## config.mk

```make
export PLATFORM = sky130hd
export DESIGN_NAME = regfile_wb_arbiter
export DESIGN_NICKNAME = d
export VERILOG_FILES = /design/src/rtl/regfile_wb_arbiter.sv
export SDC_FILE = /design/constraint.sdc
export NUM_CORES = 1
export LEC_CHECK = 0
export ABC_CLOCK_PERIOD_IN_PS = 5640
export CAP_MARGIN = 10
export CORE_MARGIN = 5
export CORE_UTILIZATION = 43
export DETAILED_ROUTE_END_ITERATION = 8
export PLACE_DENSITY = 0.9
export SKIP_CTS_REPAIR_TIMING = 1
export SLEW_MARGIN = 30
export SYNTH_ARGS = -nofsm -noshare
export SYNTH_HDL_FRONTEND = slang
export SYNTH_SLANG_ARGS = --single-unit
```

## constraint.sdc

```tcl
create_clock -name clk -period 5.64 [get_ports clk]
set_input_delay 1.41 -clock clk [delete_from_list [all_inputs] [get_ports clk]]
set_output_delay 1.41 -clock clk [all_outputs]
set_load 0.01 [all_outputs]
```

## src/rtl/regfile_wb_arbiter.sv

```systemverilog
// regfile_wb_arbiter
// Shares the single register-file write port between NREQ writeback
// requesters. Each cycle one requester is granted, chosen round-robin.
// The winning write is registered onto RegWrite/WriteRegister/WriteData,
// and the register file captures it on the following negedge.
//
// Handshake (valid/ready): a requester raises req_valid[i] and holds
// req_addr/req_data stable until it sees req_ready[i]. A transfer happens
// on a posedge where req_valid[i] && req_ready[i]. req_ready is
// combinational from req_valid, stall and the round-robin pointer only.
// It never depends on the request payload. A requester may drop valid
// before it is served; nothing is recorded in that case.
//
// Optional feature: define WB_FWD_EN to add a combinational bypass. It
// forwards the pending registered write to two read ports, covering reads
// made in the half-cycle before the register file captures the write.
module regfile_wb_arbiter #(
  parameter int NREQ = 3,
  parameter int AW   = 5,
  parameter int DW   = 32
) (
  input  logic                 clk,
  input  logic                 reset,
  input  logic                 stall,
  input  logic [NREQ-1:0]      req_valid,
  input  logic [NREQ*AW-1:0]   req_addr,
  input  logic [NREQ*DW-1:0]   req_data,
  output logic [NREQ-1:0]      req_ready,
  output logic                 RegWrite,
  output logic [AW-1:0]        WriteRegister,
  output logic [DW-1:0]        WriteData,
  output logic [15:0]          coll_cnt
`ifdef WB_FWD_EN
  ,
  input  logic [AW-1:0]        rf_rd_addr1,
  input  logic [AW-1:0]        rf_rd_addr2,
  input  logic [DW-1:0]        rf_rd_data1,
  input  logic [DW-1:0]        rf_rd_data2,
  output logic [DW-1:0]        fwd_data1,
  output logic [DW-1:0]        fwd_data2
`endif
);

  localparam int PW = (NREQ > 1) ? $clog2(NREQ) : 1;

  // Round-robin pointer: index where the next search for a winner starts.
  logic [PW-1:0] rr_ptr_q, rr_ptr_d;

  // Output stage and collision counter.
  logic          regwrite_q, regwrite_d;
  logic [AW-1:0] wreg_q, wreg_d;
  logic [DW-1:0] wdata_q, wdata_d;
  logic [15:0]   coll_cnt_q, coll_cnt_d;

  // Arbitration intermediates.
  logic          gnt_found;
  logic [PW-1:0] gnt_idx;
  logic [PW:0]   cand;
  logic          xfer;
  logic [AW-1:0] sel_addr;
  logic [DW-1:0] sel_data;
  logic [3:0]    valid_cnt;

  // Find the first valid requester at or above rr_ptr, wrapping modulo NREQ.
  always_comb begin
    gnt_found = 1'b0;
    gnt_idx   = '0;
    cand      = '0;
    for (int k = 0; k < NREQ; k++) begin
      cand = {1'b0, rr_ptr_q} + (PW+1)'(k);
      if (cand >= (PW+1)'(NREQ)) begin
        cand = cand - (PW+1)'(NREQ);
      end
      if (!gnt_found && req_valid[cand[PW-1:0]]) begin
        gnt_found = 1'b1;
        gnt_idx   = cand[PW-1:0];
      end
    end
  end

  // One-hot ready; held low during reset and while stalled.
  always_comb begin
    req_ready = '0;
    for (int i = 0; i < NREQ; i++) begin
      req_ready[i] = !reset && !stall && gnt_found && (gnt_idx == PW'(i));
    end
  end

  // Route the winning requester's payload to the output stage.
  always_comb begin
    sel_addr = '0;
    sel_data = '0;
    for (int i = 0; i < NREQ; i++) begin
      if (req_ready[i]) begin
        sel_addr = req_addr[i*AW +: AW];
        sel_data = req_data[i*DW +: DW];
      end
    end
  end

  assign xfer = |req_ready;

  // Next pointer: one past the winner, wrapping to 0; held when nothing transfers.
  always_comb begin
    rr_ptr_d = rr_ptr_q;
    if (xfer) begin
      if (gnt_idx == PW'(NREQ - 1)) begin
        rr_ptr_d = '0;
      end else begin
        rr_ptr_d = gnt_idx + PW'(1);
      end
    end
  end

  // Output stage next state. Register 0 is hardwired to zero, so a write to it
  // is accepted but never enabled. Address and data still load for visibility.
  always_comb begin
    regwrite_d = 1'b0;
    wreg_d     = wreg_q;
    wdata_d    = wdata_q;
    if (xfer) begin
      regwrite_d = (sel_addr != '0);
      wreg_d     = sel_addr;
      wdata_d    = sel_data;
    end
  end

  // Collision counter: cycles with more than one requester competing, saturating.
  always_comb begin
    valid_cnt  = '0;
    coll_cnt_d = coll_cnt_q;
    for (int i = 0; i < NREQ; i++) begin
      valid_cnt = valid_cnt + 4'(req_valid[i]);
    end
    if (!stall && (valid_cnt > 4'd1) && (coll_cnt_q != 16'hFFFF)) begin
      coll_cnt_d = coll_cnt_q + 16'd1;
    end
  end

  // State registers; reset drops any write not yet captured by the register file.
  always_ff @(posedge clk or posedge reset) begin
    if (reset) begin
      rr_ptr_q   <= '0;
      regwrite_q <= 1'b0;
      wreg_q     <= '0;
      wdata_q    <= '0;
      coll_cnt_q <= '0;
    end else begin
      rr_ptr_q   <= rr_ptr_d;
      regwrite_q <= regwrite_d;
      wreg_q     <= wreg_d;
      wdata_q    <= wdata_d;
      coll_cnt_q <= coll_cnt_d;
    end
  end

  assign RegWrite      = regwrite_q;
  assign WriteRegister = wreg_q;
  assign WriteData     = wdata_q;
  assign coll_cnt      = coll_cnt_q;

`ifdef WB_FWD_EN
  // Bypass the pending write to readers that sample before the negedge capture.
  always_comb begin
    fwd_data1 = rf_rd_data1;
    fwd_data2 = rf_rd_data2;
    if (regwrite_q && (wreg_q == rf_rd_addr1) && (rf_rd_addr1 != '0)) begin
      fwd_data1 = wdata_q;
    end
    if (regwrite_q && (wreg_q == rf_rd_addr2) && (rf_rd_addr2 != '0)) begin
      fwd_data2 = wdata_q;
    end
  end
`endif

  // At most one grant is ever issued.
  a_ready_onehot: assert property (@(posedge clk) disable iff (reset) $onehot0(req_ready));

endmodule

```

==> metrics.md <==
| Metric | Value |
|---|---|
| Crit-path max cell delay | `roughly 0.65 ns` |
| I/O pin total | `between 150 and 200` |
| Leading area contributor after synthesis | `dfrtp_1` |
| Starting density of the core | `a little over two fifths` |
| Net Sw Frac | `39.9%` |
| CTS tree | `built` |
| Layout Cells excl Fill | `a little over 600` |
| Cells after Synth | `340` |
| DR vias | `approximately 3400` |
| Post-Route Skew | `approximately 0.0071 ns` |
| Critical path launch point type | `input port` |
| Worst-margin pin slew | `around 0.75 ns` |
| Max Transition Viols Final | `0` |
| #FFs+latches synth | `56` |
| Initial DRC count | `between 100 and 150` |
| Register-to-Register Path Depth | `10` |
| Top post-synthesis cells by count | `56 x dfrtp_1, 34 x nand2_1, 28 x nor2_1` |
| Family with the most delay on the worst path | `buffers and inverters` |
| Placed insts | `601` |
| Drt total wl | `10700 microns` |
| P_leak | `approximately 2.1 nW` |
| Nets | `roughly 630` |
| Final setup violation count | `0` |
| Top-count cell post-synth | `dfrtp_1` |
| Worst VDD drop | `about 0.21 mV` |
| Crit share post-route | `between 90% and 100%` |
| Height of the die | `98.4 microns` |
| CTS sink cnt | `56` |
| Max Cap Viol | `0` |
| Seq/Total Area, Yosys | `41.7%` |
| Design Power | `about 2.2 mW` |
| Clock latency at the later pin of the worst-skew pair | `around 0.30 ns` |
| Avg Synthesized Cell Area | `9.88 sq um` |
| DRC errors left | `0` |
| Hold Path Class | `reg -> reg` |
| Setup CP Type | `in -> out` |
| Hold path cells | `2` |
| H-tree depth | `2` |
| Share of the synthesized area in the top cell type | `41.7%` |
| Cell mode on critical path | `clkdlybuf4s50_1` |
| Sw power | `about 900 uW` |
| Via-to-Cell Ratio | `5.59` |
| Crit path DAT | `between 3 and 4 ns` |
| Slowest CP cell | `clkdlybuf4s50_1` |
| Pre-CTS WS | `roughly 0.56 ns` |
| Layout cell share with drive strength beyond 1 | `between 10% and 20%` |
| Largest cells by area after synthesis | `dfrtp_1 42%, a2bb2oi_1 5.0%, a22oi_2 4.8%, o21ai_1 4.0%, a22oi_1 3.8%` |
| Inserted Clock Buffers | `5` |
| Initial antenna violation count | `0` |
| Area delta synth->final | `56.1%` |
| CP Max Fanout | `7` |
| Max-slew headroom | `50.1%` |
| Clock power share | `10.0%` |
| Clock Tree Buf Depth | `2` |
| Vias in the first global route | `3464` |
| Die Footprint | `9680 sq um` |
| Min Tclk post-route | `between 5 and 6 ns` |
| Port Buffers | `173` |
| Stages on worst setup path | `7` |
| Clock transition at path regs | `~0.10 ns` |
| Min setup slack post-route | `~0.53 ns` |
| Die X | `98.4 microns` |
| Syn Std Cell Area | `between 3000 and 4000 sq um` |
| Crit-path cells | `clkdlybuf4s50_1, nor2b_1, o211a_1, a211oi_4, o21ai_0, nor2_1, clkdlybuf4s50_1` |
| Critical path data required time | `4.23 ns` |
| CP Capture Type | `output port` |
| Overall routing resource usage | `a little over a fifth` |
| Combinational share of power | `59.5%` |
| Syn nets | `between 400 and 500` |
| Asr flop ratio synth | `100%` |
| Internal Power | `1.32 mW` |
| ANT cells | `0` |
| RSZ-0062 raised after global routing | `no` |
| Largest net degree at the start of global routing | `57` |
| Final Hold Vio Count | `0` |
| DR pass1 iterations | `5` |
| Setup tns final | `0 ns` |
| Clock root buffer | `clkbuf_8` |
| Routed Antenna Nets | `0` |
| CORE AREA | `between 7000 and 8000 sq um` |
| Number of synthesis warnings | `0` |
| Row count | `32` |
| Post-synth EDFFs | `0` |
| Drt wl/cell | `17.6 microns` |
| DP Wirelength | `~8400 microns` |
| Status | `complete, no violations` |
| Netlist cell types | `slightly below 50` |
| Total congestion overflow | `0` |
| First-pass GRT wire length | `17200 microns` |
| Register share of total power | `30.5%` |
| Cell Pwr Density | `around 420 nW/um^2` |
| Crit path buf inv count | `2` |
| F_max | `0.196 GHz` |
| GP Congestion | `between 0.8 and 0.9` |
| Top_reg_cell synth | `dfrtp_1` |
layout by cell type, fill, tap and decap left out, types with 9 or more instances in the layout:
cell type | netlist | final
a22oi_1 | 17 | 17
a22oi_2 | 13 | 13
a2bb2oi_1 | 19 | 19
clkdlybuf4s50_1 | 0 | 173
dfrtp_1 | 56 | 56
nand2_1 | 34 | 34
nand3_1 | 9 | 9
nor2_1 | 28 | 28
nor3_1 | 21 | 21
o21ai_1 | 27 | 26
o21ai_2 | 10 | 10
xnor2_1 | 11 | 11
final cells by class:
type / instances / area [sq um]
Clock buffer: 6 / 72.6
Clock inverter: 2 / 16.3
Fill cell: 570 / 2410
Inverter: 7 / 28.8
Multi-Input combinational cell: 257 / 1800
Sequential cell: 56 / 1400
Tap cell: 102 / 128
Timing Repair Buffer: 179 / 1800
flip-flops by register name (all words and copies together), names as in the netlist:
| signal | count |
|---|---|
| coll_cnt | 16 |
| rr_ptr_q | 2 |
| WriteRegister | 5 |
| WriteData | 32 |
| RegWrite | 1 |
cells by family (layout without fill, tap and decap cells):
group | Yosys count | after routing | synth area share (%)
AO/OA/AOI/OAI | 118 | 118 | 29.7
multiplexers | 3 | 3 | 0.931
AND/OR/NAND/NOR | 115 | 115 | 16.4
buffers and inverters | 27 | 194 | 5.07
adder cells (fa/ha/maj) | 6 | 6 | 2.24
XOR/XNOR | 15 | 15 | 3.91
flip-flops | 56 | 56 | 41.7
stage by stage:
step                utilization (%)  hold WS, ns  cell area [sq um]
global placement               67.0        0.467               5120
detailed placement             67.4        0.466               5150
floorplan                         -        0.506               3360
finish                         68.5        0.487               5240
CTS                            68.5        0.491               5240
global route                   68.5        0.514               5240
worst paths after layout:
check / from / endpoint / slack [ns]
max in group asynchronous: reset / rr_ptr_q[1]$_DFFE_PP0P_ / 3.47
hold / removal: WriteRegister[3]$_DFFE_PP0P_ / WriteRegister[3]$_DFFE_PP0P_ / 0.49
min in group asynchronous: reset / WriteData[11]$_DFFE_PP0P_ / 1.67
hold reg to reg: WriteRegister[3]$_DFFE_PP0P_ / WriteRegister[3]$_DFFE_PP0P_ / 0.49
setup / recovery: req_valid[1] / req_ready[0] / 0.53
setup reg to reg: rr_ptr_q[0]$_DFFE_PP0P_ / WriteData[2]$_DFFE_PP0P_ / 2.69
power by group through the flow:
stage / logic [mW] / registers, mW / clock network [mW]
6_report: 1.31 / 0.670 / 0.219
3_5_place_dp: 1.31 / 0.679 / 0
2_1_floorplan: 0.691 / 0.739 / 0
3_3_place_gp: 1.26 / 0.673 / 0
5_1_grt: 1.42 / 0.691 / 0.250
4_1_cts: 1.32 / 0.671 / 0.231
layer usage:
layer | GRT usage (%) | wire length, microns | vias up
met1 | 25.9 | 4340 | 1601
met2 | 37.2 | 5010 | 191
met5 | 0 | 0 | -
li1 | - | - | 1595
met4 | 4.94 | 204 | 0
met3 | 7.57 | 1170 | 18
worst register-to-register path: stages (launching register included):
cell and delay, ns:
dfrtp_1 0.41, inv_1 0.08, ha_1 0.40, nor2b_1 0.35
o21ai_2 0.17, and4_1 0.25, o21ai_4 0.48, inv_2 0.08
buf_4 0.28, a22oi_1 0.26, o21ai_2 0.08
Note: power is estimated with default switching activity, not from simulation.
